### src/rtl/ebr_pkg.sv
// Shared types and constants for the EBR burst reader.
package ebr_pkg;

  localparam int MAX_SKID = 4;

  typedef enum logic [1:0] {
    IDLE  = 2'd0,
    ISSUE = 2'd1,
    DRAIN = 2'd2
  } state_e;

endpackage

### src/rtl/ebr_reader_fifo.sv
// Small circular FIFO that buffers RAM read data ahead of the output register.
module ebr_reader_fifo #(
  parameter int WIDTH      = 8,
  parameter int DEPTH_FIFO = 4,
  localparam int PW = (DEPTH_FIFO > 1) ? $clog2(DEPTH_FIFO) : 1,
  localparam int CW = $clog2(DEPTH_FIFO + 1)
) (
  input  logic             gclk,
  input  logic             grst_n,
  input  logic             push,
  input  logic [WIDTH-1:0] din,
  input  logic             pop,
  output logic [WIDTH-1:0] dout,
  output logic             full,
  output logic             empty
);

  logic [WIDTH-1:0] mem_q [DEPTH_FIFO];
  logic [PW-1:0]    wptr_q, wptr_d, rptr_q, rptr_d;
  logic [CW-1:0]    cnt_q, cnt_d;

  function automatic logic [PW-1:0] nxt(input logic [PW-1:0] p);
    return (p == PW'(DEPTH_FIFO - 1)) ? '0 : p + PW'(1);
  endfunction

  always_comb begin
    wptr_d = push ? nxt(wptr_q) : wptr_q;
    rptr_d = pop  ? nxt(rptr_q) : rptr_q;
    cnt_d  = cnt_q;
    if (push && !pop)      cnt_d = cnt_q + CW'(1);
    else if (pop && !push) cnt_d = cnt_q - CW'(1);
  end

  always_ff @(posedge gclk or negedge grst_n) begin
    if (!grst_n) begin
      wptr_q <= '0;
      rptr_q <= '0;
      cnt_q  <= '0;
    end else begin
      wptr_q <= wptr_d;
      rptr_q <= rptr_d;
      cnt_q  <= cnt_d;
    end
  end

  // Storage needs no reset: the pointers define what is valid.
  always_ff @(posedge gclk) begin
    if (push) mem_q[wptr_q] <= din;
  end

  assign dout  = mem_q[rptr_q];
  assign full  = (cnt_q == CW'(DEPTH_FIFO));
  assign empty = (cnt_q == '0);

endmodule

### src/rtl/ebr_reader.sv
// Burst reader: turns (addr, len) commands into RAM reads and streams the data out in order.
module ebr_reader
  import ebr_pkg::*;
#(
  parameter int WIDTH           = 8,
  parameter int DEPTH           = 1024,
  parameter int MAX_OUTSTANDING = MAX_SKID,
  localparam int AW = $clog2(DEPTH),
  localparam int LW = AW + 1
) (
  input  logic             i_clock,
  input  logic             i_reset_n,
  input  logic [AW-1:0]    i_cmd_addr,
  input  logic [LW-1:0]    i_cmd_len,
  input  logic             i_cmd_valid,
  output logic             o_cmd_ready,
  output logic [AW-1:0]    o_ram_addr,
  output logic             o_ram_addr_valid,
  input  logic             i_ram_addr_ready,
  input  logic [WIDTH-1:0] i_ram_data,
  input  logic             i_ram_valid,
  output logic             o_ram_ready,
  output logic [WIDTH-1:0] o_data,
  output logic             o_valid,
  input  logic             i_ready,
  output logic             o_last,
  output logic             o_busy,
  output logic             o_done
);

  localparam int OW = $clog2(MAX_OUTSTANDING + 1);

  state_e           state_q, state_d;
  logic             rst_sync_q;
  logic [AW-1:0]    addr_q, addr_d;
  logic [LW-1:0]    rem_q, rem_d;
  logic [LW-1:0]    len_q, len_d;
  logic [LW-1:0]    idx_q, idx_d;
  logic [OW-1:0]    outst_q, outst_d;
  logic [WIDTH-1:0] data_q, data_d;
  logic             valid_q, valid_d;
  logic             last_q, last_d;
  logic             done_q, done_d;

  logic             addr_hs, out_hs, ram_hs, load;
  logic             fifo_push, fifo_pop, fifo_full, fifo_empty;
  logic [WIDTH-1:0] fifo_dout;

  // Release is held back one edge so the command port opens on a clean cycle.
  always_ff @(posedge i_clock or negedge i_reset_n) begin
    if (!i_reset_n) rst_sync_q <= 1'b0;
    else            rst_sync_q <= 1'b1;
  end

  assign o_cmd_ready      = (state_q == IDLE) && rst_sync_q;
  assign o_ram_addr_valid = (state_q == ISSUE) && (outst_q != OW'(MAX_OUTSTANDING));
  assign o_ram_ready      = (state_q != IDLE) && !fifo_full;
  assign o_ram_addr       = addr_q;
  assign o_data           = data_q;
  assign o_valid          = valid_q;
  assign o_last           = last_q;
  assign o_busy           = (state_q != IDLE);
  assign o_done           = done_q;

  assign addr_hs = o_ram_addr_valid && i_ram_addr_ready;
  assign out_hs  = valid_q && i_ready;
  assign ram_hs  = i_ram_valid && o_ram_ready;

  always_comb begin
    state_d   = state_q;
    addr_d    = addr_q;
    rem_d     = rem_q;
    len_d     = len_q;
    idx_d     = idx_q;
    outst_d   = outst_q;
    data_d    = data_q;
    valid_d   = valid_q;
    last_d    = last_q;
    done_d    = 1'b0;
    fifo_push = 1'b0;
    fifo_pop  = 1'b0;
    load      = 1'b0;

    unique case (state_q)
      IDLE: begin
        if (o_cmd_ready && i_cmd_valid && (i_cmd_len != '0)) begin
          state_d = ISSUE;
          addr_d  = i_cmd_addr;
          rem_d   = i_cmd_len;
          len_d   = i_cmd_len;
          idx_d   = '0;
        end
      end
      ISSUE: begin
        if (addr_hs) begin
          addr_d = (addr_q == AW'(DEPTH - 1)) ? '0 : addr_q + AW'(1);
          rem_d  = rem_q - LW'(1);
          if (rem_q == LW'(1)) state_d = DRAIN;
        end
      end
      DRAIN: begin
        if (out_hs && last_q) begin
          state_d = IDLE;
          done_d  = 1'b1;
        end
      end
      default: state_d = IDLE;
    endcase

    // Output register refills from the FIFO head, or straight from the RAM
    // when the FIFO is empty so the first word costs only one cycle.
    if (out_hs) begin
      valid_d = 1'b0;
      last_d  = 1'b0;
    end
    load = (!valid_q || i_ready) && (!fifo_empty || ram_hs);
    if (load) begin
      valid_d = 1'b1;
      idx_d   = idx_q + LW'(1);
      last_d  = (idx_q == len_q - LW'(1));
      if (!fifo_empty) begin
        data_d    = fifo_dout;
        fifo_pop  = 1'b1;
        fifo_push = ram_hs;
      end else begin
        data_d    = i_ram_data;
      end
    end else begin
      fifo_push = ram_hs;
    end

    // Words in flight: issued to the RAM but not yet taken by the consumer.
    if (addr_hs && !out_hs)      outst_d = outst_q + OW'(1);
    else if (out_hs && !addr_hs) outst_d = outst_q - OW'(1);
  end

  always_ff @(posedge i_clock or negedge i_reset_n) begin
    if (!i_reset_n) begin
      state_q <= IDLE;
      addr_q  <= '0;
      rem_q   <= '0;
      len_q   <= '0;
      idx_q   <= '0;
      outst_q <= '0;
      data_q  <= '0;
      valid_q <= 1'b0;
      last_q  <= 1'b0;
      done_q  <= 1'b0;
    end else begin
      state_q <= state_d;
      addr_q  <= addr_d;
      rem_q   <= rem_d;
      len_q   <= len_d;
      idx_q   <= idx_d;
      outst_q <= outst_d;
      data_q  <= data_d;
      valid_q <= valid_d;
      last_q  <= last_d;
      done_q  <= done_d;
    end
  end

  ebr_reader_fifo #(
    .WIDTH      (WIDTH),
    .DEPTH_FIFO (MAX_OUTSTANDING)
  ) u_fifo (
    .gclk   (i_clock),
    .grst_n (i_reset_n),
    .push   (fifo_push),
    .din    (i_ram_data),
    .pop    (fifo_pop),
    .dout   (fifo_dout),
    .full   (fifo_full),
    .empty  (fifo_empty)
  );

endmodule

### config.mk
export PLATFORM = sky130hd
export DESIGN_NAME = ebr_reader
export DESIGN_NICKNAME = d
export VERILOG_FILES = /design/src/rtl/ebr_pkg.sv /design/src/rtl/ebr_reader_fifo.sv /design/src/rtl/ebr_reader.sv
export SDC_FILE = /design/constraint.sdc
export NUM_CORES = 1
export LEC_CHECK = 0
export CAP_MARGIN = 10
export CORE_ASPECT_RATIO = 0.5
export CORE_MARGIN = 2
export CORE_UTILIZATION = 45
export CTS_CLUSTER_DIAMETER = 150
export CTS_CLUSTER_SIZE = 12
export DETAILED_ROUTE_END_ITERATION = 8
export PLACE_DENSITY = 0.68
export SLEW_MARGIN = 20
export SYNTH_ARGS = -nofsm -noshare
export SYNTH_HDL_FRONTEND = slang
export SYNTH_SLANG_ARGS = --single-unit
### constraint.sdc
create_clock -name i_clock -period 4.5 [get_ports i_clock]
set_input_delay 0.45 -clock i_clock [delete_from_list [all_inputs] [get_ports i_clock]]
set_output_delay 0.45 -clock i_clock [all_outputs]
set_load 0.05 [all_outputs]
# --- After elaboration in Yosys (flattened, before gate mapping) ---
# Memories as Yosys holds them, arrays and structs flattened.
# Index checks and enable logic that the tools add are counted.
op_classes:
  addsub: 10
  muxes: 33
  reduce_logical: 37
  eq_ne: 13
op_table:
  columns: ["cell", "n"]
  rows:
  - ["11-bit 2-to-1 mux", 5]
  - ["10-bit 2-to-1 mux", 3]
  - ["11-bit case mux with 2 select lines", 1]
  - ["11-bit by 1-bit subtractor with 11-bit output (second input constant)", 2]
  - ["10-bit case mux with 2 select lines", 1]
  - ["1-bit logical AND", 14]
  - ["2-bit nonzero test", 7]
  - ["2-bit 2-to-1 mux", 6]
  - ["3-bit 2-to-1 mux", 4]
  - ["11-bit by 1-bit adder with 11-bit output (second input constant)", 1]
  - ["11-bit by 1-bit == test with 1-bit output (second input constant)", 1]
  - ["11-bit == test", 1]
  - ["1-bit 2-to-1 mux", 11]
  - ["11-bit nonzero test", 1]
  - ["10-bit by 1-bit adder with 10-bit output (second input constant)", 1]
  - ["10-bit == test (second input constant)", 1]
  - ["8-bit 2-to-1 mux", 1]
  - ["1-bit logical NOT", 7]
  - ["3-bit by 1-bit adder with 3-bit output (second input constant)", 2]
  - ["2-bit == test (second input constant)", 3]
  - ["2-bit case mux with 3 select lines", 1]
  - ["3-bit by 1-bit subtractor with 3-bit output (second input constant)", 2]
  - ["2-bit by 1-bit adder with 2-bit output (second input constant)", 2]
  - ["2-bit by 1-bit != test with 1-bit output (second input constant)", 2]
  - ["10 further kinds", 13]
word_totals:
  memories: 1
  mem_bits_rw: 32
  out_inout_bits: 25
  ff_bits: 67
mem_list:
  columns: ["memory", "depth", "width", "read_ports", "rd_clocked_by_memory_dff", "wr", "line_no", "source"]
  rows:
  - ["u_fifo.mem_q", 4, 8, 1, 0, 1, "ebr_reader_fifo.sv:18", "logic [WIDTH-1:0] mem_q [DEPTH_FIFO];"]

# --- Longest topological paths before layout ---
depth:
  word_depth: 11
  mapped_depth: 11

# --- Modules after synthesis ---
# A second synthesis with hierarchy kept.
unflattened:
  hier_cells: 478
  hier_area_um2: 5107.4
by_module_without_submodules:
  columns: ["mod", "seq_area_each_um2", "cells_each", "n_inst", "area_each_um2"]
  rows:
  - ["ebr_reader", 1501.4, 399, 1, 3537.1]
  - ["ebr_reader_fifo", 1136.1, 79, 1, 1570.3]

# --- Worst setup path after synthesis ---
# Ideal clock, no wire load.
synth_timing:
  path_type: "reg2reg"
  startpoint: "register state_q[0]"
  endpoint: "register addr_q[5], in the netlist o_ram_addr[5]"
  path_slack_ps: 1472
  required_ps: 4371
  setup_time_ps: 129
  t_arrival_ps: 2899
  path_stages_with_launch: 8
  path_cell_list: "dfrtp_1 -> nor3b_1 -> o311ai_4 -> a21o_1 -> buf_6 -> buf_6 -> a21oi_1 -> o22ai_2"
synth_between:
  elab_chain_len: 6
  elab_cells_between_ends: 12
synth_lines:
  columns: ["element", "line_no", "source"]
  rows:
  - ["start: declaration", "ebr_reader.sv:33", "state_e state_q, state_d;"]
  - ["start signal: assignment", "ebr_reader.sv:150", "state_q <= state_d;"]
  - ["2-bit logical NOT", "ebr_reader.sv:55", "assign o_cmd_ready = (state_q == IDLE) && rst_sync_q;"]
  - ["1-bit logical AND", "ebr_reader.sv:55", null]
  - ["named net o_cmd_ready", "ebr_reader.sv:16", "output logic o_cmd_ready,"]
  - ["1-bit logical AND (2 in series)", "ebr_reader.sv:86", "if (o_cmd_ready && i_cmd_valid && (i_cmd_len != '0)) begin"]
  - ["2-bit by 1-bit != test with 1-bit output (no line)", null, null]
  - ["3-bit AND reduction (no line)", null, null]
  - ["end signal: assignment", "ebr_reader.sv:151", "addr_q <= addr_d;"]
  - ["end: declaration", "ebr_reader.sv:35", "logic [AW-1:0] addr_q, addr_d;"]
# The timed path passes the listed nets, and every way through them passes these cells.
# A chain may end at the register's enable or synchronous reset.

# --- Worst setup path after layout ---
layout_timing:
  startpoint: "register state_q[0]"
  endpoint: "output port o_cmd_ready"
layout_between:
  elab_chain_len: 2
layout_lines:
  columns: ["element", "line_no"]
  rows:
  - ["2-bit logical NOT", "ebr_reader.sv:55"]
  - ["1-bit logical AND", "ebr_reader.sv:55"]
  - ["end: declaration", "ebr_reader.sv:16"]
# Every way passes these cells.

==> results by stage <==
CTS:
- The clock network latency to the later pin of the worst-skew pair is 0.35 ns.
- The clock drives 99 sinks.
- After clock tree synthesis, the flow added hold-fix buffers numbering 0.
- The TritonCTS clock tree is built.
- The count of H-tree levels built during CTS is 3.
- The root buffer cell is clkbuf_16.
- The number of post-CTS setup repair buffers is 0.
- The number of clock buffers inserted by TritonCTS is 9.
- The count of cells resized by post-cts repair is 0.
- The maximum buffer depth of the clock tree is 2.
- Clock-pin slew was measured on the worst setup and hold paths at 0.07 ns.

Logic synthesis:
- In this run, synthesis produced a sequential element count of 99.
- Sequential elements use between 50 and 60% of the synthesized area.
- The most used flip-flop cell after synthesis is dfrtp_1.
- The number of flops mapped to enable cells by yosys is 32.
- After technology mapping, the gate count stands at 475.
- The mean instance size in the synthesized netlist is 10.6 µm².
- Of all flip-flops after synthesis, the portion carrying an async set or reset was 67.7%.
- The number of distinct standard cells referenced by the synthesized netlist is 60.
- The number of nets in the synthesized netlist is 523.
- The post-synthesis instance area is between 5000 and 6000 µm².
- The number of warnings reported in the yosys synthesis log is 0.

Setup path:
- The signal on the critical path passes through nor3b_1 > clkdlybuf4s50_1.
- On the worst path, the slowest cell contributes a delay of 0.95 ns.
- The startpoint class of the critical path is a flop.
- The number of buffers and inverters on the critical path is 1.
- The largest individual stage delay along the critical path comes from the cell clkdlybuf4s50_1.
- The critical path class is flop to output port.
- In this run the critical register-to-register path is launched from state_q[0].
- The kind of end point of the critical path is an output port.
- The setup check on the worst reg-to-reg path leaves a slack of 1.45 ns.
- Data arrives at the worst endpoint at 2.62 ns.
- In this run the critical register-to-register path is captured at rem_q[0].
- The number of cells on the worst reg-to-reg path is 6.
- The required arrival time at the worst endpoint is between 4 and 5 ns.
- In this design, the largest share of critical-path delay is due to buffers and inverters.
- The peak fanout along the critical path is 16.

STA:
- The count of final setup violators is 0.
- The sum of negative setup slack is 0 ns.
- The hold violation total from the final report is 0.
- The count of final max-slew check failures is 0.
- The final worst clock skew is 0.00659 ns.
- Hold is met by about 0.22 ns.
- The upper clock frequency limit is 0.325 GHz.
- After layout, the worst setup slack is 1.43 ns.
- Dividing the final minimum period by the clock period gives slightly below 70%.
- The worst max-slew margin expressed relative to the limit is 32.8%.
- Setup repair after global routing left no endpoint under its margin.
- The shortest period the worst path allows is 3.07 ns.
- At the pin with the least slew margin, the transition time is 1.01 ns.

Finish:
- The multi-input combinational cells in the finished layout cover a total of between 2000 and 2500 µm².
- The number of antenna cells inserted is 0.
- The library cell used most frequently in the layout, excluding fill and tap cells, is dfrtp_1.
- The count of nets after finishing is 575.
- The filler cells instantiated in the layout total 970.
- The post-synthesis to final-layout area growth is 20.0%.
- Once layout is done, the placed cells without fillers occupy 6070 µm².
- Of the cells placed in the final design, the portion with a size suffix greater than 1 is under 10%.
- The end-of-flow core utilization is 55.3%.
- The library cells used most frequently in the layout, excluding fill and tap cells, are dfrtp_1 (67), nand2_1 (65), clkdlybuf4s50_1 (58), o21ai_0 (38).
- For this run, the number of standard cells in the final layout without fillers is 677.
- The area of all sequential standard cells is 2640 µm².

Pwr:
- The leakage power summed over all cells is roughly 2.4 nW.
- The sum of internal, switching and leakage power is approximately 4.2 mW.
- The total power density per cell area is 698 nW/µm².
- The worst IR drop on VDD is ~0.33 mV.

Placement:
- Input and output buffers added on the ports amount to 59.
- The placed instance count is 661.
- The worst slack after detailed placement is 1.33 ns.
- The wire-length estimate of the detail-placed layout is roughly 7800 µm.
- Once placement finished, the instance area stood at 5750 µm².
- The placer congestion estimate is 0.780.

Die:
- The number of placement rows is 27.
- The die covers 12100 µm².
- In this run the horizontal extent of the chip is 154 µm.
- The region available for standard cell placement spans 11000 µm².
- During I/O placement, the number of pins put on the boundary was 60.
- The die is just under 80 µm tall.
- The initial core utilization is between 40 and 50%.

GRT:
- The global router's overall resource usage is around a fifth.
- The first global-routing pass estimated 18400 µm of wire.
- The via count of the first global-routing pass is roughly 3700.
- The overall overflow remaining after global route is 0.
- The number of antenna violations at the first check in global routing came to 0.
- Entering global routing, the biggest net connects 39 pins.

Detailed routing:
- In the routed layout, each cell is associated on average with a via count of roughly 5.6.
- The total DRC errors in the routed layout is 0.
- The detail route stage leaves a number of antenna-violating nets equal to 0.
- The routed length per placed instance is about 16 µm.
- The first routing iteration left 238 violations.
- The routed layout has 3771 vias.
- The pre-antenna-repair detailed-routing pass consisted of 4 iterations.
- The total wire length after detailed routing is ~11000 µm.

Hold path:
- In this run the worst hold path is classified as input port to async pin.

Status:
- The flow ran to the end, and the final reports show no timing, DRC or antenna violations.

Run:
- The count of max-cap constraint violations is 0.
[cells by family after synthesis]
kind of cell	after synthesis	share of synthesized area, %
other cells	1	0.0742
fa+ha+maj	13	3.51
flops	99	52.2
simple gates	173	16.8
buf+inv	37	3.24
mux	22	6.46
compound gates	111	14.4
xor+xnor	19	3.29
[worst register-to-register path: cells and delay by family, from the launching register on]
kind	cells	cell delay (ns)
simple gates	1	0.75
flops	1	0.58
compound gates	4	1.40
buf+inv	1	0.24
[registers in the layout, indices dropped and copies added (netlist names)]
| signal | count |
|---|---|
| o_done | 1 |
| o_ram_addr | 10 |
| idx_q | 11 |
| rst_sync_q | 1 |
| o_data | 8 |
| u_fifo.wptr_q | 2 |
| u_fifo.mem_q | 32 |
| u_fifo.rptr_q | 2 |
| state_q | 2 |
| outst_q | 3 |
| o_last | 1 |
| rem_q | 11 |
| u_fifo.cnt_q | 3 |
| o_valid | 1 |
| len_q | 11 |
[metal layers]
layer / vias to the layer above / wire (µm) / track usage [%]
li1: 1830 / - / -
met1: 1845 / 5480 / 26.8
met2: 89 / 5000 / 31.1
met3: 7 / 489 / 4.80
met4: 0 / 69 / 4.39
met5: - / 0 / 0
[worst max-delay path by stage]
| stage | slack [ns] | from | cells past startpoint | endpoint |
|---|---|---|---|---|
| finish | 1.43 | state_q[0] | 2 | o_cmd_ready |
| global placement | 1.34 | i_cmd_len[3] | 7 | rem_q[2] |
| global route | 1.33 | state_q[0] | 6 | rem_q[0] |
| CTS | 1.38 | state_q[0] | 2 | o_cmd_ready |
| floorplan | 1.47 | state_q[0] | 7 | o_ram_addr[5] |
| detailed placement | 1.33 | i_cmd_len[3] | 7 | rem_q[2] |
[report_power, final]
group / switching [mW] / leakage (nW) / internal, mW / total, mW
clock network: 0.365 / 0.156 / 0.447 / 0.812
registers: 0.343 / 1.11 / 1.24 / 1.58
logic: 1.09 / 1.12 / 0.755 / 1.84
total: 1.80 / 2.38 / 2.44 / 4.24
[cell usage after synthesis (4+ instances only)]
cell,n,area [µm²]
nand3_1,13,65.1
nor4_1,8,50.1
or3_1,6,37.5
and3_1,8,50.1
nand2b_1,6,37.5
nand2_1,65,244
and2_1,5,31.3
inv_1,15,56.3
xnor2_1,10,87.6
o31ai_1,4,30.0
nor2_1,32,120
mux2_2,5,56.3
o21ai_0,38,190
mux4_2,8,180
clkbuf_1,16,60.1
dfrtp_1,67,1680
a21oi_1,22,110
o211ai_1,5,37.5
edfxtp_1,32,961
mux2i_1,9,90.1
ha_1,11,138
xor2_1,9,78.8
a21o_1,4,30.0
nor3_1,8,40.0
[layout make-up]
| type | instances | area share [%] |
|---|---|---|
| well taps | 145 | 2.99 |
| clock inverters | 7 | 1.53 |
| multi-input cells | 339 | 37.2 |
| inverters | 15 | 0.928 |
| clock buffers | 9 | 3.71 |
| repair buffers | 63 | 10.1 |
| flip-flops and latches | 99 | 43.5 |
No activity file was read; power rests on OpenSTA's default activity.
